<file path="config.mk">
export PLATFORM = sky130hd
export DESIGN_NAME = arcino_rf_wb_ctrl
export DESIGN_NICKNAME = d
export VERILOG_FILES = /design/src/rtl/arcino_rf_wb_ctrl.sv
export SDC_FILE = /design/constraint.sdc
export NUM_CORES = 1
export LEC_CHECK = 0
export ABC_CLOCK_PERIOD_IN_PS = 1400
export CAP_MARGIN = 20
export CORE_UTILIZATION = 57
export DETAILED_ROUTE_END_ITERATION = 6
export DONT_BUFFER_PORTS = 1
export MAX_ROUTING_LAYER = met4
export PLACE_DENSITY = 0.75
export RECOVER_POWER = 25
export SETUP_SLACK_MARGIN = 0.2
export SLEW_MARGIN = 40
export SYNTH_ARGS = -nofsm -noshare
export SYNTH_HDL_FRONTEND = slang
export SYNTH_SLANG_ARGS = --single-unit
</file>
<file path="constraint.sdc">
create_clock -name clk_i -period 1.4 [get_ports clk_i]
set_input_delay 0.14 -clock clk_i [delete_from_list [all_inputs] [get_ports clk_i]]
set_output_delay 0.14 -clock clk_i [all_outputs]
set_load 0.01 [all_outputs]
</file>
<file path="src/rtl/arcino_rf_wb_ctrl.sv">
// ARCINO register-file write-back controller.
// Arbitrates the single RF write port between ALU write-back and LSU load
// return (LSU has fixed priority), keeps a pending-load scoreboard and flags
// operand hazards to decode. The RF write port is driven from flops.
// Optional feature: define ARCINO_RF_SCRUB_EN to zero every register
// 1..NUM_WORDS-1 after reset release before normal operation starts.
module arcino_rf_wb_ctrl #(
  parameter bit          RV32E     = 1'b0,
  parameter int unsigned DataWidth = 32
) (
  input  logic                 clk_i,
  input  logic                 rst_ni,
  input  logic                 alu_req_i,
  input  logic [4:0]           alu_waddr_i,
  input  logic [DataWidth-1:0] alu_wdata_i,
  output logic                 alu_gnt_o,
  input  logic                 lsu_req_i,
  input  logic [4:0]           lsu_waddr_i,
  input  logic [DataWidth-1:0] lsu_wdata_i,
  output logic                 lsu_gnt_o,
  input  logic                 load_issue_i,
  input  logic [4:0]           load_issue_addr_i,
  input  logic [4:0]           raddr_a_i,
  input  logic [4:0]           raddr_b_i,
  output logic                 hazard_a_o,
  output logic                 hazard_b_o,
  output logic                 rf_we_o,
  output logic [4:0]           rf_waddr_o,
  output logic [DataWidth-1:0] rf_wdata_o,
  output logic                 busy_o
);

  localparam int unsigned AddrWidth = RV32E ? 4 : 5;
  localparam int unsigned NumWords  = 1 << AddrWidth;

  typedef enum logic [0:0] {
    ST_SCRUB = 1'b0,
    ST_RUN   = 1'b1
  } state_e;

`ifdef ARCINO_RF_SCRUB_EN
  localparam state_e RstState = ST_SCRUB;
`else
  localparam state_e RstState = ST_RUN;
`endif

  state_e                 state_q, state_d;
  logic                   run_s;
  logic                   busy_s;
  logic                   alu_gnt_s;
  logic                   lsu_gnt_s;
  logic [NumWords-1:0]    pending_q, pending_d;
  logic                   rf_we_q, rf_we_d;
  logic [4:0]             rf_waddr_q, rf_waddr_d;
  logic [DataWidth-1:0]   rf_wdata_q, rf_wdata_d;
  logic [AddrWidth-1:0]   lsu_idx_s;
  logic [AddrWidth-1:0]   alu_idx_s;
  logic [AddrWidth-1:0]   load_idx_s;
  logic [AddrWidth-1:0]   ra_idx_s;
  logic [AddrWidth-1:0]   rb_idx_s;
  logic [AddrWidth-1:0]   wr_idx_s;
  logic                   hazard_a_s;
  logic                   hazard_b_s;

  // Only the low address bits identify a register in the selected RF size.
  assign lsu_idx_s  = lsu_waddr_i[AddrWidth-1:0];
  assign alu_idx_s  = alu_waddr_i[AddrWidth-1:0];
  assign load_idx_s = load_issue_addr_i[AddrWidth-1:0];
  assign ra_idx_s   = raddr_a_i[AddrWidth-1:0];
  assign rb_idx_s   = raddr_b_i[AddrWidth-1:0];
  assign wr_idx_s   = rf_waddr_q[AddrWidth-1:0];

`ifdef ARCINO_RF_SCRUB_EN
  localparam logic [AddrWidth-1:0] ScrubLast = {AddrWidth{1'b1}};
  localparam logic [AddrWidth-1:0] ScrubOne  = {{(AddrWidth-1){1'b0}}, 1'b1};

  logic [AddrWidth-1:0] scrub_cnt_q, scrub_cnt_d;

  // Scrub address counter: walks 1..NUM_WORDS-1 while in SCRUB.
  always_comb begin
    scrub_cnt_d = scrub_cnt_q;
    if ((state_q == ST_SCRUB) && (scrub_cnt_q != ScrubLast)) begin
      scrub_cnt_d = scrub_cnt_q + ScrubOne;
    end else begin
      scrub_cnt_d = scrub_cnt_q;
    end
  end

  // Scrub counter register; reset restarts the scrub at address 1.
  always_ff @(posedge clk_i or negedge rst_ni) begin
    if (!rst_ni) begin
      scrub_cnt_q <= ScrubOne;
    end else begin
      scrub_cnt_q <= scrub_cnt_d;
    end
  end
`endif

  // FSM state register.
  always_ff @(posedge clk_i or negedge rst_ni) begin
    if (!rst_ni) begin
      state_q <= RstState;
    end else begin
      state_q <= state_d;
    end
  end

  // FSM next state: SCRUB leaves after the last scrub address, RUN is terminal.
  always_comb begin
    state_d = state_q;
    case (state_q)
      ST_SCRUB: begin
`ifdef ARCINO_RF_SCRUB_EN
        if (scrub_cnt_q == ScrubLast) begin
          state_d = ST_RUN;
        end else begin
          state_d = ST_SCRUB;
        end
`else
        state_d = ST_RUN;
`endif
      end
      ST_RUN:  state_d = ST_RUN;
      default: state_d = ST_RUN;
    endcase
  end

  // FSM outputs: grants only in RUN, LSU wins because responses cannot stall.
  always_comb begin
    run_s     = 1'b0;
    busy_s    = 1'b0;
    alu_gnt_s = 1'b0;
    lsu_gnt_s = 1'b0;
    case (state_q)
      ST_RUN: begin
        run_s     = 1'b1;
        busy_s    = 1'b0;
        lsu_gnt_s = lsu_req_i;
        alu_gnt_s = alu_req_i & ~lsu_req_i;
      end
      ST_SCRUB: begin
        run_s  = 1'b0;
        busy_s = 1'b1;
      end
      default: begin
        run_s  = 1'b0;
        busy_s = 1'b1;
      end
    endcase
  end

  // Write path: capture the granted request (or scrub word) for next cycle.
  always_comb begin
    rf_we_d    = 1'b0;
    rf_waddr_d = rf_waddr_q;
    rf_wdata_d = rf_wdata_q;
    if (!run_s) begin
`ifdef ARCINO_RF_SCRUB_EN
      rf_we_d    = 1'b1;
      rf_waddr_d = 5'(scrub_cnt_q);
      rf_wdata_d = {DataWidth{1'b0}};
`else
      rf_we_d    = 1'b0;
`endif
    end else if (lsu_gnt_s) begin
      rf_we_d    = (lsu_idx_s != {AddrWidth{1'b0}});
      rf_waddr_d = lsu_waddr_i;
      rf_wdata_d = lsu_wdata_i;
    end else if (alu_gnt_s) begin
      rf_we_d    = (alu_idx_s != {AddrWidth{1'b0}});
      rf_waddr_d = alu_waddr_i;
      rf_wdata_d = alu_wdata_i;
    end else begin
      rf_we_d    = 1'b0;
    end
  end

  // Scoreboard update: clear on LSU return, then set on load issue so a
  // newer load to the same register keeps it pending. x0 never pends.
  always_comb begin
    pending_d = pending_q;
    if (lsu_gnt_s) begin
      pending_d[lsu_idx_s] = 1'b0;
    end else begin
      pending_d = pending_q;
    end
    if (run_s && load_issue_i) begin
      pending_d[load_idx_s] = 1'b1;
    end else begin
      pending_d[0] = 1'b0;
    end
    pending_d[0] = 1'b0;
  end

  // Write-port and scoreboard registers; reset drops any write in flight.
  always_ff @(posedge clk_i or negedge rst_ni) begin
    if (!rst_ni) begin
      rf_we_q    <= 1'b0;
      rf_waddr_q <= 5'd0;
      rf_wdata_q <= {DataWidth{1'b0}};
      pending_q  <= {NumWords{1'b0}};
    end else begin
      rf_we_q    <= rf_we_d;
      rf_waddr_q <= rf_waddr_d;
      rf_wdata_q <= rf_wdata_d;
      pending_q  <= pending_d;
    end
  end

  // Hazards: pending load or a write still travelling into the RF.
  always_comb begin
    hazard_a_s = pending_q[ra_idx_s] |
                 (rf_we_q & (wr_idx_s == ra_idx_s) & (ra_idx_s != {AddrWidth{1'b0}}));
    hazard_b_s = pending_q[rb_idx_s] |
                 (rf_we_q & (wr_idx_s == rb_idx_s) & (rb_idx_s != {AddrWidth{1'b0}}));
  end

  assign alu_gnt_o  = alu_gnt_s;
  assign lsu_gnt_o  = lsu_gnt_s;
  assign hazard_a_o = hazard_a_s;
  assign hazard_b_o = hazard_b_s;
  assign rf_we_o    = rf_we_q;
  assign rf_waddr_o = rf_waddr_q;
  assign rf_wdata_o = rf_wdata_q;
`ifdef ARCINO_RF_SCRUB_EN
  assign busy_o     = busy_s;
`else
  assign busy_o     = 1'b0;
`endif

endmodule
</file>
=== Yosys cells after proc, flatten, opt, wreduce, memory -nomap -nowiden ===
Cells that the tools add are included.

* Logic and storage cells: 46
* Bits of input ports: 94
* Output and inout bits: 43
* Bits in registers: 69

* Mux-type cells: 16
* Reduce and logical (&&, ||, !) cells: 7
* Bitwise operators: 11
* Equality and inequality tests: 2
* Magnitude comparators: 6

{| class="wikitable"
|+ Operator list
! operator !! number
|-
| $mux W32 || 3
|-
| $and A32 B32 Y32 || 1
|-
| $not A32 Y32 || 1
|-
| $or A32 B32 Y32 || 1
|-
| $mux W31 || 1
|-
| $lt A5 B6 Y1 const B || 4
|-
| $reduce_bool A5 Y1 || 4
|-
| $bmux W1 S5 || 2
|-
| $demux W1 S5 || 2
|-
| $eq A5 B5 Y1 || 2
|-
| $ge A5 B1 Y1 const B || 2
|-
| $mux W5 || 2
|-
| $mux W1 || 6
|-
| $and A1 B1 Y1 || 5
|-
| $logic_and A1 B1 Y1 || 2
|-
| $or A1 B1 Y1 || 2
|-
| $reduce_bool A2 Y1 || 1
|-
| $not A1 Y1 || 1
|}

=== Longest topological paths before layout ===
* Depth after elaboration: 9
* Depth in mapped cells: 7
* Gate-level depth less buffers: 5

=== Least setup slack after synthesis ===
No wires, ideal clock.

* Path type: reg2out
* Start: register pending_q[19]
* End: output hazard_b_o
* Path buffers: 0
* Data arrival time: 1.323 ns
* Path slack: -0.063 ns
* Stages on the path, launching flop included: 6
* Required time: 1.260 ns
* Cell sequence: dfrtp_1 > mux4_1 > nor2b_1 > a2111oi_0 > a41oi_1 > o211ai_1

* Cells in the longest elaborated chain, start to end: 3

{| class="wikitable"
|+ Ends and longest elaborated chain
! element !! RTL line !! source
|-
| start: declaration || 52 || <nowiki>logic [NumWords-1:0] pending_q, pending_d;</nowiki>
|-
| start signal: assignment || 201 || <nowiki>pending_q <= {NumWords{1'b0}};</nowiki>
|-
| start signal: assignment || 206 || <nowiki>pending_q <= pending_d;</nowiki>
|-
| $bmux W1 S5 || 214 || <nowiki>hazard_b_s = pending_q[rb_idx_s] |</nowiki>
|-
| $mux W1 (implied by the code) || 214 ||
|-
| $or A1 B1 Y1 || 214 ||
|-
| end: declaration || 26 || <nowiki>output logic hazard_b_o,</nowiki>
|}

No other way between the ends. The select of a mux whose other input is x is not followed.

=== Final worst setup path ===
* Start: register pending_q[15]
* End: output hazard_b_o

Same word-level chain as after synthesis.

==> run summary <==
total standard cell area after synthesis: 3770 µm²
violation count after the first detailed-routing iteration: 301
area of all placed cells without fillers: 4090 µm²
Area Overhead vs Synth: 8.29%
Floorplan Core Area: 6390 µm²
Post-Syn Nets: 470
post-DR wirelength/cell: 20.3 µm
clock input transition at the sequential cells of the worst setup and hold paths: 0.08 ns
GR Util All Layers: 0.289
maximum ir drop on the vdd rail: 779 µV
path type of the worst setup path: reg2out
drt drc: 0
number of max-cap violations: 0
flip-flop and latch count after synthesis: 69
result of the run: finished with violations
residual overflow from global routing: 0
final clock period utilization by the worst path: 1.38
number of global-route vias before repair: 2835
Hold Buf Count CTS: 1
reg-to-reg critical path startpoint: rf_waddr_o[0]$_DFFE_PN0P_
classification of the worst-slack hold path: in2async
setup slack, reg-to-reg: 0.40 ns
post-route minimum period: 1.94 ns
commonest cells after routing, fill and taps aside: sky130_fd_sc_hd__o21ai_0 (92), sky130_fd_sc_hd__dfrtp_1 (69), sky130_fd_sc_hd__nand2_1 (44), sky130_fd_sc_hd__mux2i_1 (44)
Avg Cell Area, Syn: 10.0 µm²
largest net degree at the start of global routing: 80
Warnings, synthesis: 0
largest buffer count on any clock path: 2
TritonCTS clock tree: done
count of endpoints failing setup in the final report: 2
hold slack final: -0.520 ns
Layout Utilization: 0.640
sequential area share after synthesis: 0.457
net switching power: 1.44 mW
final hold viol count: 107
post-place instance area: 3820 µm²
switching share of power: 0.280
final layout net count: 468
Clock Skews: 0 ns
data arrival time of the critical path: 1.80 ns
DIE WIDTH: 83.4 µm
required time worst endpoint: 1.26 ns
Vias per Instance: 6.68
I/O pin count: 137
Flop pwr share: 0.499
global-route wire length before repair: 15100 µm
Pwr Density: 1260 nW/µm²
post-detail-place hpwl: 6300 µm
Setup TNS Final: -1.00 ns
number of different library cells in the post-synthesis netlist: 43
headroom to the max-slew limit: 0.639
number of levels the H-tree was split into: 3
worst-skew pair later-pin latency: 0.33 ns
internal power: 3.71 mW
relative contribution of the clock network to total power: 0.325
Die Outline Area: 6950 µm²
peak fanout along the critical path: 3
share of synthesized registers carrying an async set or reset: 1.00
Pre-antenna DRT Iters: 4
effective utilization at floorplan: 0.591
failing checks: hold timing, setup timing
number of rows created at floorplan: 29
drt total wl: 9270 µm
top_reg_cell synth: sky130_fd_sc_hd__dfrtp_1
placed cell count: 438
endpoint kind of the worst setup timing path: output port
antenna violation net count after detailed routing: 0
maximum achievable frequency: 0.516 GHz
number of standard cells in the final layout excluding fillers: 456
Worst Reg2Reg Path Length in Cells: 3
clock tree sinks: 69
antenna cell count: 0
launch point of the worst path: pending_q[15]$_DFF_PN0_
type of element launching the critical path: register
Clock Root Buffer: sky130_fd_sc_hd__clkbuf_8
number of enable-type register cells in the synthesized netlist: 0
number of vias after detailed routing: 3044
I/O Buffers: 0
Static Leak: 1.71 nW
gpl congestion: 0.899
fraction of layout cells with a size suffix above 1: 0.121
commonest non-fill, non-tap cell in the layout: sky130_fd_sc_hd__o21ai_0
initial antenna violation count: 0
setup slack after layout: -0.538 ns
Comb pwr share: 0.175
post-synthesis instance total: 376
setup repair after global routing missed its margin: yes
final max-slew violation count: 0
Num CTS Buffers: 9
die height: 83.4 µm
Worst-Margin Slew: 0.535 ns
[worst max-delay path: stages (launching register included)]
cell	delay [ns]
sky130_fd_sc_hd__dfrtp_1	0.39
sky130_fd_sc_hd__mux4_2	0.47
sky130_fd_sc_hd__mux2i_1	0.15
sky130_fd_sc_hd__nor3b_1	0.07
sky130_fd_sc_hd__a21oi_1	0.18
sky130_fd_sc_hd__o211ai_1	0.20
[synthesized netlist by cell type, types with 2 or more instances]
| master | count | share of area |
|---|---|---|
| sky130_fd_sc_hd__nand2b_1 | 4 | 0.0066 |
| sky130_fd_sc_hd__nor4_1 | 2 | 0.0033 |
| sky130_fd_sc_hd__buf_1 | 3 | 0.0030 |
| sky130_fd_sc_hd__dfrtp_1 | 69 | 0.46 |
| sky130_fd_sc_hd__nand2_1 | 44 | 0.044 |
| sky130_fd_sc_hd__buf_6 | 3 | 0.0089 |
| sky130_fd_sc_hd__mux2_1 | 2 | 0.0060 |
| sky130_fd_sc_hd__nand3_1 | 8 | 0.011 |
| sky130_fd_sc_hd__or3_1 | 2 | 0.0033 |
| sky130_fd_sc_hd__a21oi_1 | 6 | 0.0080 |
| sky130_fd_sc_hd__o21ai_0 | 92 | 0.12 |
| sky130_fd_sc_hd__nand3b_1 | 12 | 0.024 |
| sky130_fd_sc_hd__xor2_1 | 6 | 0.014 |
| sky130_fd_sc_hd__xnor2_1 | 2 | 0.0046 |
| sky130_fd_sc_hd__mux4_2 | 7 | 0.042 |
| sky130_fd_sc_hd__or3b_2 | 3 | 0.0070 |
| sky130_fd_sc_hd__o21ai_1 | 7 | 0.0093 |
| sky130_fd_sc_hd__clkbuf_1 | 10 | 0.0099 |
| sky130_fd_sc_hd__nor3b_1 | 2 | 0.0040 |
| sky130_fd_sc_hd__mux4_1 | 2 | 0.014 |
| sky130_fd_sc_hd__nor2b_1 | 8 | 0.013 |
| sky130_fd_sc_hd__a2111oi_0 | 3 | 0.0070 |
| sky130_fd_sc_hd__nor3_1 | 4 | 0.0053 |
| sky130_fd_sc_hd__nor2_1 | 6 | 0.0060 |
| sky130_fd_sc_hd__buf_4 | 3 | 0.0060 |
| sky130_fd_sc_hd__buf_2 | 6 | 0.0080 |
| sky130_fd_sc_hd__mux2i_1 | 44 | 0.12 |
[per-stage QoR]
stage / power, mW / worst slack, ns
final: 5.15 / -0.538
after global routing: 5.39 / -0.572
after CTS: 5.12 / -0.511
after detailed placement: 3.46 / -0.165
after global placement: 3.41 / -0.141
after floorplan: 3.28 / -0.0211
[power by group through the flow]
stage | Clock [mW] | Combinational, mW | Sequential (mW)
after CTS | 1.69 | 0.859 | 2.57
after floorplan | 0 | 0.735 | 2.54
after global placement | 0 | 0.824 | 2.59
after detailed placement | 0 | 0.848 | 2.61
after global routing | 1.78 | 1.00 | 2.61
final | 1.68 | 0.902 | 2.57
[cells by family (layout without fill, tap and decap cells)]
kind of cell,count (synthesis),count (layout),share of synthesized area
AO/OA/AOI/OAI,118,118,0.169
AND/OR/NAND/NOR,98,98,0.134
flip-flops,69,69,0.457
multiplexers,56,56,0.181
buffers and inverters,26,29,0.0394
XOR/XNOR,8,8,0.0186
other,1,1,0.000993
[path summary, 6_finish.rpt]
kind,to
setup reg to reg,rf_waddr_o[0]$_DFFE_PN0P_
hold / removal,pending_q[24]$_DFF_PN0_
setup / recovery,hazard_b_o
hold reg to reg,pending_q[10]$_DFF_PN0_
max in group asynchronous,rf_wdata_o[6]$_DFFE_PN0P_
min in group clk_i,rf_wdata_o[11]$_DFFE_PN0P_
[repair_timing]
| action | in CTS | in global routing |
|---|---|---|
| endpoints found under the hold margin | 110 | 107 |
| pin swaps | 1 | 1 |
| buffers inserted | 0 | 1 |
| gates resized for setup | 2 | 5 |
| setup endpoints to repair | 2 | 2 |
[metal layers]
layer  part of all wire  global-route usage  vias up
li1                   -                   -     1364
met1               0.42               0.405     1454
met5                  0                   -        -
met4              0.023               0.124        0
met3               0.10              0.0586       26
met2               0.46               0.409      200
[state kept, by name (all words and copies together), names as in the netlist]
signal,cells
rf_we_o,1
rf_wdata_o,32
rf_waddr_o,5
pending_q,31
[layout make-up]
cell class              instances  area (µm²)
multi-input cells             281        1960
repair buffers                 13         100
flip-flops and latches         69        1730
clock inverters                 6        71.3
well taps                      77        96.3
fillers                       508        2300
clock buffers                  10         138
Note: power is estimated with default switching activity, not from simulation.
